File: config.mk
export PLATFORM = sky130hd
export DESIGN_NAME = tile_config_loader_flat
export DESIGN_NICKNAME = d
export VERILOG_FILES = /design/src/rtl/tile_config_loader_pkg.sv /design/src/rtl/tile_config_loader_if.sv /design/src/rtl/tile_config_loader.sv /design/src/flat_wrapper.sv
export SDC_FILE = /design/constraint.sdc
export NUM_CORES = 1
export LEC_CHECK = 0
export CORE_MARGIN = 1
export CORE_UTILIZATION = 35
export DETAILED_ROUTE_END_ITERATION = 12
export GPL_ROUTABILITY_DRIVEN = 1
export GPL_TIMING_DRIVEN = 0
export PLACE_DENSITY_LB_ADDON = 0.1
export SETUP_SLACK_MARGIN = 0.1
export SLEW_MARGIN = 15
export SYNTH_ARGS = -nofsm -noshare
export SYNTH_HDL_FRONTEND = slang
export SYNTH_SLANG_ARGS = --single-unit
File: constraint.sdc
create_clock -name clock -period 4 [get_ports clock]
set_clock_uncertainty 0.1 [all_clocks]
set_input_delay 0.6 -clock clock [delete_from_list [all_inputs] [get_ports clock]]
set_output_delay 0.6 -clock clock [all_outputs]
set_load 0.02 [all_outputs]
File: src/rtl/tile_config_loader_pkg.sv
// Shared types and field layout for the tile configuration loader.
// The 146-bit tile configuration is LE0, LE1, then the switchbox, LSB first.
package tile_cfg_pkg;

  typedef enum logic [1:0] {
    IDLE   = 2'd0,
    SHIFT  = 2'd1,
    COMMIT = 2'd2,
    PASS   = 2'd3
  } cfg_state_e;

  localparam int TILE_CONFIG_WIDTH = 146;

  localparam int LE0_LSB = 0;
  localparam int LE0_MSB = 16;
  localparam int LE1_LSB = 17;
  localparam int LE1_MSB = 33;
  localparam int SB_LSB  = 34;
  localparam int SB_MSB  = 145;

endpackage

File: src/rtl/tile_config_loader_if.sv
// Beat-serial configuration stream: restart pulse plus valid/ready data beats.
// Used both for the upstream feed and for the daisy-chain output.
interface tile_config_loader_if #(
  parameter int SHIFT_WIDTH = 1
);
  logic                   start;
  logic [SHIFT_WIDTH-1:0] data;
  logic                   valid;
  logic                   ready;

  modport master (output start, output data, output valid, input ready);
  modport slave  (input start, input data, input valid, output ready);
endinterface

File: src/rtl/tile_config_loader.sv
// Shifts a config frame into a shadow register, commits it atomically to config_out, then forwards later beats downstream.
// Optional even-parity trailer beat when TILE_CONFIG_PARITY_EN is defined.
module tile_config_loader
  import tile_cfg_pkg::*;
#(
  parameter int CONFIG_WIDTH = TILE_CONFIG_WIDTH,
  parameter int SHIFT_WIDTH  = 1
) (
  input  logic                    clock,
  input  logic                    nreset,
  tile_config_loader_if.slave     up,
  tile_config_loader_if.master    chain,
  output logic [CONFIG_WIDTH-1:0] config_out,
  output logic                    config_loaded,
  output logic                    cfg_busy,
  output logic                    cfg_error
);

  localparam int BEATS = CONFIG_WIDTH / SHIFT_WIDTH;
  localparam int CNT_W = $clog2(BEATS + 1);
  localparam logic [CNT_W-1:0] LAST_PAYLOAD = CNT_W'(BEATS - 1);

  if (CONFIG_WIDTH % SHIFT_WIDTH != 0) begin : g_bad_width
    $error("CONFIG_WIDTH must be a multiple of SHIFT_WIDTH");
  end

  cfg_state_e               state, state_nxt;
  logic [CONFIG_WIDTH-1:0]  shadow;
  logic [CNT_W-1:0]         cnt;
  logic                     chain_start_q;
  logic [SHIFT_WIDTH-1:0]   chain_data_q;
  logic                     chain_valid_q;
  logic                     accept;
  logic                     last_beat;
  logic                     commit_ok;

  assign up.ready = (state == SHIFT) ||
                    ((state == PASS) && (!chain_valid_q || chain.ready));
  // A beat coinciding with a restart belongs to no frame.
  assign accept   = up.valid && up.ready && !up.start;
  assign cfg_busy = (state == SHIFT) || (state == COMMIT);

  assign chain.start = chain_start_q;
  assign chain.data  = chain_data_q;
  assign chain.valid = chain_valid_q;

`ifdef TILE_CONFIG_PARITY_EN
  localparam logic [CNT_W-1:0] PARITY_BEAT = CNT_W'(BEATS);
  logic error_q;
  logic parity_beat;

  // The parity beat follows the payload; the counter parks at BEATS for it.
  assign parity_beat = (cnt == PARITY_BEAT);
  assign last_beat   = parity_beat;
  assign commit_ok   = (up.data[0] == ^shadow);
  assign cfg_error   = error_q;
`else
  assign last_beat = (cnt == LAST_PAYLOAD);
  assign commit_ok = 1'b1;
  assign cfg_error = 1'b0;
`endif

  always_ff @(posedge clock or negedge nreset) begin
    if (!nreset) state <= IDLE;
    else         state <= state_nxt;
  end

  always_comb begin
    state_nxt = state;
    case (state)
      IDLE:   state_nxt = IDLE;
      SHIFT:  if (accept && last_beat) state_nxt = commit_ok ? COMMIT : IDLE;
      COMMIT: state_nxt = PASS;
      PASS:   state_nxt = PASS;
      default: state_nxt = IDLE;
    endcase
    if (up.start) state_nxt = SHIFT;
  end

  always_ff @(posedge clock or negedge nreset) begin
    if (!nreset) begin
      config_out    <= '0;
      shadow        <= '0;
      cnt           <= '0;
      config_loaded <= 1'b0;
      chain_start_q <= 1'b0;
      chain_data_q  <= '0;
      chain_valid_q <= 1'b0;
`ifdef TILE_CONFIG_PARITY_EN
      error_q       <= 1'b0;
`endif
    end else begin
      chain_start_q <= up.start;
      if (up.start) begin
        cnt           <= '0;
        config_loaded <= 1'b0;
        chain_valid_q <= 1'b0;
`ifdef TILE_CONFIG_PARITY_EN
        error_q       <= 1'b0;
`endif
      end else begin
        case (state)
          SHIFT: begin
            if (accept) begin
`ifdef TILE_CONFIG_PARITY_EN
              if (parity_beat) begin
                if (!commit_ok) error_q <= 1'b1;
              end else begin
                shadow <= {up.data, shadow[CONFIG_WIDTH-1:SHIFT_WIDTH]};
                cnt    <= cnt + 1'b1;
              end
`else
              shadow <= {up.data, shadow[CONFIG_WIDTH-1:SHIFT_WIDTH]};
              cnt    <= cnt + 1'b1;
`endif
            end
          end
          COMMIT: begin
            config_out    <= shadow;
            config_loaded <= 1'b1;
          end
          PASS: begin
            if (accept) begin
              chain_data_q  <= up.data;
              chain_valid_q <= 1'b1;
            end else if (chain.ready) begin
              chain_valid_q <= 1'b0;
            end
          end
          default: ;
        endcase
      end
    end
  end

endmodule

File: src/flat_wrapper.sv
// flat-port wrapper written by rule: the top's interface ports become plain ports
module tile_config_loader_flat import tile_cfg_pkg::*;
#(
  parameter int CONFIG_WIDTH = TILE_CONFIG_WIDTH,
  parameter int SHIFT_WIDTH  = 1
)
  (clock, nreset, config_out, config_loaded, cfg_busy, cfg_error, up_start, up_data, up_valid, up_ready, chain_start, chain_data, chain_valid, chain_ready);
  tile_config_loader_if #(.SHIFT_WIDTH(SHIFT_WIDTH)) up_i ();
  tile_config_loader_if #(.SHIFT_WIDTH(SHIFT_WIDTH)) chain_i ();
  input  logic clock;
  input  logic nreset;
  output logic [CONFIG_WIDTH-1:0] config_out;
  output logic config_loaded;
  output logic cfg_busy;
  output logic cfg_error;
  input wire logic [$bits(up_i.start)-1:0] up_start;
  input wire logic [$bits(up_i.data)-1:0] up_data;
  input wire logic [$bits(up_i.valid)-1:0] up_valid;
  output wire logic [$bits(up_i.ready)-1:0] up_ready;
  output wire logic [$bits(chain_i.start)-1:0] chain_start;
  output wire logic [$bits(chain_i.data)-1:0] chain_data;
  output wire logic [$bits(chain_i.valid)-1:0] chain_valid;
  input wire logic [$bits(chain_i.ready)-1:0] chain_ready;
  assign up_i.start = up_start;
  assign up_i.data = up_data;
  assign up_i.valid = up_valid;
  assign up_ready = up_i.ready;
  assign chain_start = chain_i.start;
  assign chain_data = chain_i.data;
  assign chain_valid = chain_i.valid;
  assign chain_i.ready = chain_ready;
  tile_config_loader #(.CONFIG_WIDTH(CONFIG_WIDTH), .SHIFT_WIDTH(SHIFT_WIDTH)) u_core (.clock(clock), .nreset(nreset), .up(up_i), .chain(chain_i), .config_out(config_out), .config_loaded(config_loaded), .cfg_busy(cfg_busy), .cfg_error(cfg_error));
endmodule
# --- Word level (Yosys, flattened, before mapping) ---
# Index checks and enable logic that the tools add are counted.
word_totals:
  reg_bits: 306
classes:
  bitwise: 1
  eq_ne: 5
  mux: 12
  n_addsub: 1
  reduce_logical: 21
ops:
  columns: ["op", "n"]
  rows:
  - ["2-to-1 mux 8 bit", 3]
  - ["adder 8 x 1 -> 8 bit (second input constant)", 1]
  - ["equality test 8 bit (second input constant)", 1]
  - ["nonzero test 2 bit", 4]
  - ["2-to-1 mux 1 bit", 6]
  - ["case mux 2 bit (3 select lines)", 1]
  - ["AND reduction 2 bit", 3]
  - ["AND reduction 3 bit", 2]
  - ["equality test 2 bit (second input constant)", 2]
  - ["logical AND 1 bit", 4]
  - ["2-to-1 mux 2 bit", 2]
  - ["logical OR 1 bit", 3]
  - ["!= test 3 bit (second input constant)", 1]
  - ["nonzero test 3 bit", 1]
  - ["equality test 2 x 1 -> 1 bit (second input constant)", 1]
  - ["zero test 1 bit", 2]
  - ["zero test 2 bit", 1]
  - ["OR reduction 2 bit", 1]
  - ["inverter 1 bit", 1]

# --- Depth between registers and ports, before layout ---
# Gate-level depths: netlist of the first run.
depth:
  depth_word: 10
  depth_mapped: 7
  mapped_depth_nobuf: 5

# --- Worst setup path after synthesis of the first run ---
# Ideal clock, no wire load.
synth_path:
  kind: "input to register"
  startpoint: "input port up_valid"
  endpoint: "register u_core.state[1]"
  path_buffers: 1
  setup_ns: 0.125
  path_stages: 4
  t_required_ns: 3.775
  slack_ns: 2.260
  t_arrival_ns: 1.516
  cell_sequence: "buf_4 > nand2_1 > o41ai_2 > mux2_2"
synth_between:
  elab_chain_cells: 4
synth_lines:
  columns: ["item", "line", "source"]
  rows:
  - ["from (decl)", "flat_wrapper.sv:18", "input wire logic [$bits(up_i.valid)-1:0] up_valid;"]
  - ["logical AND 1 bit (2 in a row)", "tile_config_loader.sv:40", "assign accept = up.valid && up.ready && !up.start;"]
  - ["logical AND 1 bit", "tile_config_loader.sv:72", "SHIFT: if (accept && last_beat) state_nxt = commit_ok ? COMMIT : IDLE;"]
  - ["!= test 3 bit (no source line)", null, null]
  - ["to (signal assigned)", "tile_config_loader.sv:65", "else state <= state_nxt;"]
  - ["to (decl)", "tile_config_loader.sv:27", "cfg_state_e state, state_nxt;"]
# No other way between the ends.
# A chain may end at the register's enable or synchronous reset.

# --- Worst setup path in the final report of the first run ---
layout_path:
  startpoint: "register u_core.state[1]"
  endpoint: "output port up_ready"
layout_between:
  elab_chain_cells: 3
layout_lines:
  columns: ["item", "line", "source"]
  rows:
  - ["equality test 2 bit", "tile_config_loader.sv:38", "((state == PASS) && (!chain_valid_q || chain.ready));"]
  - ["logical AND 1 bit", "tile_config_loader.sv:38", null]
  - ["logical OR 1 bit (*)", "tile_config_loader.sv:37", "assign up.ready = (state == SHIFT) ||"]
  - ["to (decl)", "flat_wrapper.sv:19", "output wire logic [$bits(up_i.ready)-1:0] up_ready;"]
# Mark *: on every way between the ends. The rest lies on a longest branch, timed or not.

==> results.json, run 1 <==
{
  "fin_nets": 904,
  "r2r_setup_slack_ns": 1.92,
  "worst_setup_path_start_kind": "register",
  "cts_resized": 0,
  "max_cap_viol_count": 0,
  "place.gp.congestion": 0.7166,
  "drc": 0,
  "synthToLayoutAreaGrowth_pct": 28.34,
  "grt_use_total_pct": 13.39,
  "reg2reg_depth": 6,
  "slew_headroom_pct": 64.49,
  "fin_tns_setup_ns": 0,
  "p_total_w": 0.007275,
  "dr.first_iter.drc_count": 185,
  "yosys_warnings": 0,
  "status": "complete, no violations",
  "syn_inst": 695,
  "cp_max_fo": 10,
  "grt_overflow": 0,
  "synth_seq_cells": 306,
  "std_cell_rows": 66,
  "p_per_area_nw_per_um2": 485.4,
  "clock-sinks": 306,
  "holdCritStartpoint": "up_valid",
  "numCtsBuffers": 35,
  "die_area_um2": 34100,
  "finalCriticalPeriod_ns": 2.729,
  "cts_tree": "built",
  "dpl.hpwl_um": 14840,
  "fmaxAchievable_ghz": 0.3665,
  "worstSetupEndpointType": "output pin",
  "cts-htree-levels": 2,
  "drive_above_1_share_pct": 42.37,
  "grt_pass1_wl_um": 36130,
  "syn_area_per_cell_um2": 16.80,
  "portBuffers": 156,
  "vias": 6202,
  "ios": 159,
  "tightest_slew_ns": 0.5327,
  "grt_pass1_vias": 6694,
  "r2r_start": "u_core.state[0]$_DFFE_PN0P_",
  "diodes": 0,
  "fp.dieH_um": 184.7,
  "first_pass_iters": 4,
  "grt_max_degree": 106,
  "period_share_pct": 68.22,
  "worstPathArrival_ns": 2.03,
  "rsz0062_at_grt": "no",
  "insertion_delay_ns": 0.50,
  "routedWlPerCell_um": 16.29,
  "viasPerCell": 4.560,
  "setup_viol": 0,
  "antenna_left": 0,
  "syn-cell-area_um2": 11680,
  "wl_um": 22160,
  "clockBufferDepth": 3,
  "dieWidth_um": 184.7,
  "hold_end": "u_core.cnt[1]$_DFFE_PN0P_",
  "ir_worst_vdd_mv": 0.4954,
  "power_leakage_nw": 7.381,
  "holdPathStages": 2,
  "cts-root-buf": "clkbuf_16",
  "synth_cell_types": 32,
  "clk_pin_slew_ns": 0.06,
  "syn_nets": 707,
  "core_region_area_um2": 32700,
  "hold_class": "input pin to register",
  "initial_core_util_pct": 35.71,
  "required_ns": 3.30,
  "ys_seq_area_share_pct": 65.57,
  "path_class": "register to output pin",
  "finalHoldViolations": 0,
  "slew_viol_final": 0,
  "r2r_end": "u_core.config_out[21]$_DFFE_PN0P_",
  "antenna_found_initial": 0
}
[synthesized netlist by cell type]
library cell    n  area share, %
conb_1          1          0.032
buf_2           1          0.043
mux2i_1         1          0.086
nor3_1          1          0.043
nand3_4         1           0.15
ha_1            6           0.64
nor2_1          8           0.26
buf_6          14            1.3
buf_4          20            1.3
or2_2           1          0.054
or4_1           2           0.13
a21o_1          1          0.064
or3_1           1          0.054
o211ai_1        1          0.064
nand4_1         2           0.11
or3_2           1          0.064
a22oi_1         1          0.064
o41ai_2         1           0.14
nand2_1         6           0.19
o31ai_1         3           0.19
a311oi_1        1          0.075
inv_1           5           0.16
dfrtp_1       306             66
clkbuf_1        1          0.032
o21ai_0         2          0.086
xor2_1          2           0.15
nand4bb_1       1          0.096
a21oi_1         5           0.21
o2111ai_1       1          0.075
mux2_2        294             28
nand3_1         3           0.13
nand2b_1        1          0.054
[worst max-delay path by stage]
stage / end / slack (ns) / startpoint / depth (start not counted)
CTS: up_ready / 1.24 / u_core.state[1]$_DFFE_PN0P_ / 5
global placement: u_core.shadow[113]$_DFFE_PN0P_ / -10.42 / nreset / 1
finish: up_ready / 1.27 / u_core.state[1]$_DFFE_PN0P_ / 5
floorplan: u_core.state[1]$_DFFE_PN0P_ / 2.26 / up_valid / 4
global route: up_ready / 1.16 / u_core.state[1]$_DFFE_PN0P_ / 5
detailed placement: u_core.config_out[39]$_DFFE_PN0P_ / 1.25 / up_start / 6
[final cells by class]
| type | instances | area [um^2] |
|---|---|---|
| repair buffers | 160 | 1659 |
| clock inverters | 10 | 61.31 |
| plain buffers | 36 | 316.6 |
| inverters | 5 | 18.77 |
| fillers | 2884 | 17710 |
| flip-flops and latches | 306 | 7657 |
| well taps | 442 | 553.0 |
| clock buffers | 53 | 1036 |
| multi-input cells | 348 | 3686 |
[flip-flops by register name, summed over array words and instances (netlist names)]
register / flops
u_core.state: 2
u_core.chain.data: 1
u_core.shadow: 146
u_core.cnt: 8
u_core.chain.valid: 1
u_core.config_out: 146
u_core.chain.start: 1
u_core.config_loaded: 1
[critical path: stages, from the launching register on]
cell and delay (ns):
dfrtp_1 0.39, inv_1 0.11, ha_1 0.15, buf_4 0.17
a21o_1 0.10, clkdlybuf4s50_1 0.61
[layer usage]
layer	part of all wire [%]	wire length (um)	GRT usage, %
met4	2.3	503	4.331
met2	48	10670	21.95
met1	44	9727	17.17
met3	5.7	1263	3.616
met5	0	0	0
[cell families after synthesis]
logic type / share of synthesized area (%)
buf+inv: 2.871
compound gates: 0.9750
fa+ha+maj: 0.6428
simple gates: 1.328
xor+xnor: 0.1500
mux: 28.43
other cells: 0.03211
flops: 65.57
[placed cells by master (no fill, tap or decap), drive strengths merged, types with 2 or more instances in the layout]
cell type and instances:
nor2 8, mux2 294, buf 39, nand3 4, o31ai 3, clkinv 7, o21ai 2, clkdlybuf4s50 155
clkbuf 54, nand4 2, inv 5, xor2 2, ha 6, or4 2, or3 2, a21oi 5
nand2 6, clkinvlp 3, dfrtp 306
[report_power, final]
part	internal (W)	leakage, nW	switching, W
Combinational	0.000473	2.60	0.000495
Sequential	0.00322	4.25	0.0000890
Clock	0.00179	0.533	0.00120
Total	0.00549	7.38	0.00179
[per-stage QoR]
step / std cells / worst slack, ns / hold slack, ns / util (%) / area, um^2
CTS: 1360 / 1.245 / 0.3012 / 45.83 / 14990
finish: 1360 / 1.271 / 0.3193 / 45.83 / 14990
global placement: 1293 / -10.42 / 0.3867 / 42.18 / 13790
global route: 1360 / 1.161 / 0.3111 / 45.83 / 14990
floorplan: 695 / 2.260 / 0.2044 / - / 11680
detailed placement: 1296 / 1.251 / 0.3923 / 42.45 / 13880
[repair_timing]
item / CTS / global route
endpoints found under the setup margin: 0 / 0
hold buffers: 1 / 0
hold endpoints to repair: 42 / 0
setup buffers: 0 / 0
Power figures use the tool's default switching activity.
==> inputs of run 2 (changes only) <==
==> constraint.sdc (replaced) <==
create_clock -name clock -period 2.4 [get_ports clock]
set_clock_uncertainty 0.1 [all_clocks]
set_input_delay 0.36 -clock clock [delete_from_list [all_inputs] [get_ports clock]]
set_output_delay 0.36 -clock clock [all_outputs]
set_load 0.02 [all_outputs]
==> run 2 against run 1 <==
Effect of this change: clock-buffer cell count unchanged; total power increased by 66%; sequential cell count stayed put; sequential share of layout area about the same.
==> results.json, run 2 (synthesis results as in run 1) <==
{
  "clock-sinks": 306,
  "cts-root-buf": "clkbuf_16",
  "max_cap_viol_count": 0,
  "worst_setup_path_start_kind": "register",
  "setup_viol": 0,
  "portBuffers": 156,
  "grt_pass1_wl_um": 36130,
  "final_util_pct": 45.81,
  "finalHoldViolations": 0,
  "layout_commonest_cell": "dfrtp_1",
  "tightest_slew_ns": 0.5327,
  "first_pass_iters": 4,
  "cp_num_buf_inv": 3,
  "cp_slowest_cell": "dfrtp_1",
  "slew_viol_final": 0,
  "rsz0062_at_grt": "no",
  "drive_above_1_share_pct": 42.48,
  "postCtsSetupRepairBufs": 0,
  "cts-htree-levels": 2,
  "cp_max_fo": 10,
  "dpl.hpwl_um": 14840,
  "synthToLayoutAreaGrowth_pct": 28.28,
  "grt_pass1_vias": 6694,
  "ios": 159,
  "worst_hold_slack_ns": 0.07931,
  "diodes": 0,
  "cp_top_family": "buffers and inverters",
  "power_leakage_nw": 7.381,
  "fp.dieH_um": 184.7,
  "top_regs": "u_core.config_out x146, u_core.shadow x146, u_core.cnt x8",
  "worstPathArrival_ns": 2.35,
  "layout_common_cells": "306 x dfrtp_1, 294 x mux2_2, 153 x clkdlybuf4s50_1",
  "grt_overflow": 0,
  "dieWidth_um": 184.7,
  "design_area_um2": 14980,
  "std_cell_rows": 66,
  "crit_path_max_incr_delay_ns": 0.39,
  "insertion_delay_ns": 0.50,
  "fin_nets": 904,
  "fmaxAchievable_ghz": 0.4809,
  "period_share_pct": 86.65,
  "dr.first_iter.drc_count": 185,
  "antenna_found_initial": 0,
  "vias": 6202,
  "die_area_um2": 34100,
  "core_region_area_um2": 32700,
  "placed_cell_area_um2": 13880,
  "numCtsBuffers": 35,
  "cts_tree": "built",
  "required_ns": 2.67,
  "grt_use_total_pct": 13.39,
  "wl_um": 22160,
  "clockBufferDepth": 3,
  "finalCriticalPeriod_ns": 2.080,
  "status": "complete, no violations",
  "grt_max_degree": 106,
  "clk_pin_slew_ns": 0.06,
  "drc": 0,
  "cp_cell_sequence": "inv_1 > ha_1 > nand2_1 > buf_2 > buf_4 > mux2_2",
  "hold_class": "input pin to register",
  "viasPerCell": 4.560,
  "p_per_area_nw_per_um2": 807.5,
  "routedWlPerCell_um": 16.29,
  "slew_headroom_pct": 64.49,
  "worstSetupEndpointType": "register",
  "place.gp.congestion": 0.7166,
  "path_class": "register to register",
  "ir_worst_vdd_mv": 0.7327,
  "antenna_left": 0,
  "initial_core_util_pct": 35.71
}
==> run 2: power by group <==
part	internal [W]	switching, W	leakage [nW]
Combinational	0.000763	0.000823	2.60
Sequential	0.00537	0.000148	4.25
Clock	0.00299	0.00200	0.533
Total	0.00912	0.00298	7.38
==> run 2: final timing paths <==
kind | from | end | slack, ns | depth (start not counted)
max | u_core.state[0]$_DFFE_PN0P_ | u_core.config_out[21]$_DFFE_PN0P_ | 0.32 | 6
min | up_valid | u_core.cnt[1]$_DFFE_PN0P_ | 0.08 | 2
max reg2reg | u_core.state[0]$_DFFE_PN0P_ | u_core.config_out[21]$_DFFE_PN0P_ | 0.32 | 6
min reg2reg | u_core.config_out[119]$_DFFE_PN0P_ | u_core.config_out[119]$_DFFE_PN0P_ | 0.40 | 1
max in group asynchronous | nreset | u_core.config_out[108]$_DFFE_PN0P_ | 0.74 | 4
min in group asynchronous | nreset | u_core.config_out[61]$_DFFE_PN0P_ | 0.26 | 2
==> run 2: layout make-up <==
class | count | area, um^2
buffer | 36 | 316.6
clock buffer | 53 | 1036
clock inverter | 10 | 61.31
fill | 2885 | 17720
inverter | 5 | 18.77
multi-input combinational | 348 | 3686
sequential | 306 | 7657
tap | 442 | 553.0
timing repair buffer | 160 | 1653
==> run 2: per-layer routing <==
metal,part of all wire [%],up-vias,wire [um],track usage [%]
met1,44,3167,9722,17.17
met5,0,-,0,0
met3,5.7,39,1264,3.616
li1,-,2866,-,-
met4,2.3,0,503,4.331
met2,48,130,10670,21.95
==> run 2: repair_timing <==
| item | 4_1_cts | 5_1_grt |
|---|---|---|
| resized for setup | 2 | 2 |
| gates cloned | 0 | 0 |
| hold buffers | 1 | 0 |
| setup endpoints to repair | 2 | 1 |
| hold endpoints to repair | 42 | 0 |
==> run 2: stage by stage <==
step           setup slack [ns]  power [W]  std cells   TNS, ns
2_1_floorplan            0.6676   0.006655        695         0
3_3_place_gp             -11.78   0.007200       1293  -3602.34
3_5_place_dp            -0.1092   0.007252       1296    -8.766
4_1_cts                  0.1438    0.01236       1360         0
5_1_grt                  0.1816    0.01269       1360         0
6_report                 0.3204    0.01210       1360         0
==> inputs of run 3 (changes only) <==
--- a/config.mk
+++ b/config.mk
@@ -11,7 +11,7 @@
 export GPL_ROUTABILITY_DRIVEN = 1
 export GPL_TIMING_DRIVEN = 0
 export PLACE_DENSITY_LB_ADDON = 0.1
-export SETUP_SLACK_MARGIN = 0.1
+export SETUP_SLACK_MARGIN = 0.5
 export SLEW_MARGIN = 15
 export SYNTH_ARGS = -nofsm -noshare
 export SYNTH_HDL_FRONTEND = slang
==> run 3 against run 2 <==
Effect of this change: critical path depth shrank 2; total power increased by 0.88%; non-clock buffer count up 8; core utilization barely moved; critical endpoint is now up_ready; die area unchanged; sequential power is essentially flat; setup slack better by 0.12 ns; sequential share of layout area about the same.
==> results.json, run 3 (synthesis results as in run 1) <==
{
  "status": "complete, no violations",
  "antenna_found_initial": 0,
  "dieWidth_um": 184.7,
  "insertion_delay_ns": 0.50,
  "fp.dieH_um": 184.7,
  "antenna_left": 0,
  "dpl.hpwl_um": 14840,
  "dr.first_iter.drc_count": 197,
  "routedWlPerCell_um": 16.22,
  "initial_core_util_pct": 35.71,
  "stdcell_count": 1368,
  "worstSetupEndpointType": "output pin",
  "fin_nets": 912,
  "cts_tree": "built",
  "slew_headroom_pct": 64.63,
  "finalCriticalPeriod_ns": 1.963,
  "p_per_area_nw_per_um2": 814.5,
  "rsz0062_at_grt": "yes",
  "core_region_area_um2": 32700,
  "drive_above_1_share_pct": 43.84,
  "grt_pass1_wl_um": 36290,
  "worstPathArrival_ns": 1.50,
  "crit_top_cell": "buf_6",
  "first_pass_iters": 4,
  "cts-htree-levels": 2,
  "wl_um": 22190,
  "period_share_pct": 81.78,
  "cp_top_family": "flip-flops",
  "finalHoldViolations": 0,
  "viasPerCell": 4.575,
  "fmaxAchievable_ghz": 0.5095,
  "hold_class": "input pin to register",
  "power_leakage_nw": 8.179,
  "grt_use_total_pct": 13.46,
  "cp_slowest_cell": "dfrtp_2",
  "worst_hold_slack_ns": 0.08121,
  "vias": 6258,
  "cts-root-buf": "clkbuf_16",
  "ir_worst_vdd_mv": 0.7711,
  "grt_overflow": 0,
  "diodes": 0,
  "clockBufferDepth": 3,
  "worst_setup_path_start_kind": "register",
  "grt_pass1_vias": 6707,
  "synthToLayoutAreaGrowth_pct": 28.31,
  "layout_common_cells": "305 x dfrtp_1, 294 x mux2_2, 150 x dlygate4sd2_1",
  "std_cell_rows": 66,
  "numCtsBuffers": 35,
  "layout_commonest_cell": "dfrtp_1",
  "place_inst": 1296,
  "top_regs": "u_core.config_out x146, u_core.shadow x146, u_core.cnt x8",
  "crit_path_max_incr_delay_ns": 0.44,
  "ios": 159,
  "placed_cell_area_um2": 13880,
  "clock-sinks": 306,
  "required_ns": 1.94,
  "die_area_um2": 34100,
  "setup_viol": 0,
  "cp_max_fo": 4,
  "path_class": "register to output pin",
  "place.gp.congestion": 0.7166,
  "grt_max_degree": 106,
  "slew_viol_final": 0,
  "drc": 0,
  "tightest_slew_ns": 0.5305,
  "fin_tns_setup_ns": 0,
  "portBuffers": 156,
  "design_area_um2": 14980,
  "clk_pin_slew_ns": 0.06,
  "max_cap_viol_count": 0,
  "cp_cell_sequence": "ha_4 > buf_6 > a21o_1 > buf_6",
  "cp_num_buf_inv": 2
}
run 3: cell types whose count changed in the layout (fill, tap and decap cells not counted), sizes merged:
cell           before  now
buf                39   49
clkbuf             55   54
clkdlybuf4s50     153    3
dlygate4sd2         1  150
run 3: report_power, final:
part	switching (W)	internal (W)
sequential	0.000151	0.00537
combinational	0.000857	0.000833
clock	0.00200	0.00299
total	0.00301	0.00919
run 3: through the flow:
stage / total power, W / util (%) / worst slack, ns
finish: 0.01220 / 45.82 / 0.4373
global route: 0.01280 / 45.82 / 0.3702
CTS: 0.01237 / 45.39 / 0.4007
detailed placement: 0.007252 / 42.45 / -0.1092
global placement: 0.007200 / 42.18 / -11.78
floorplan: 0.006655 / - / 0.6676
run 3: area by class of cell:
class                           instances  area [um^2]
Timing Repair Buffer                  168         1530
Tap cell                              442        553.0
Clock inverter                         10        61.31
Clock buffer                           53         1036
Fill cell                            2918        17720
Buffer                                 36        415.4
Sequential cell                       306         7659
Inverter                                5        18.77
Multi-Input combinational cell        348         3711
run 3: timing repair:
action,CTS,global route
endpoints found under the hold margin,42,0
buffers inserted,2,6
pin swaps,2,1
resized for setup,170,25
hold buffers,1,0
endpoints found under the setup margin,357,283
run 3: path summary, 6_finish.rpt:
| kind | from | to | slack (ns) | cells past startpoint |
|---|---|---|---|---|
| worst max-delay path | u_core.state[0]$_DFFE_PN0P_ | up_ready | 0.44 | 4 |
| worst min-delay path | up_valid | u_core.cnt[1]$_DFFE_PN0P_ | 0.08 | 2 |
| worst max register to register | u_core.state[1]$_DFFE_PN0P_ | u_core.cnt[7]$_DFFE_PN0P_ | 0.56 | 7 |
| worst min register to register | u_core.config_out[28]$_DFFE_PN0P_ | u_core.config_out[28]$_DFFE_PN0P_ | 0.40 | 1 |
| max in group asynchronous | nreset | u_core.shadow[108]$_DFFE_PN0P_ | 0.74 | 4 |
| min in group asynchronous | nreset | u_core.config_out[60]$_DFFE_PN0P_ | 0.26 | 2 |
run 3: worst register-to-register path, delay by kind of cell, from the launching register on:
family,cells,cell delay [ns]
buf+inv,3,0.35
simple gates,2,0.64
compound gates,1,0.15
flops,1,0.40
fa+ha+maj,1,0.13
run 3: per-layer routing:
| metal | vias up | routed length, um | global-route usage [%] |
|---|---|---|---|
| li1 | 2890 | - | - |
| met1 | 3196 | 9635 | 17.15 |
| met2 | 133 | 10740 | 22.22 |
| met3 | 39 | 1309 | 3.596 |
| met4 | 0 | 503 | 4.331 |
| met5 | - | 0 | 0 |
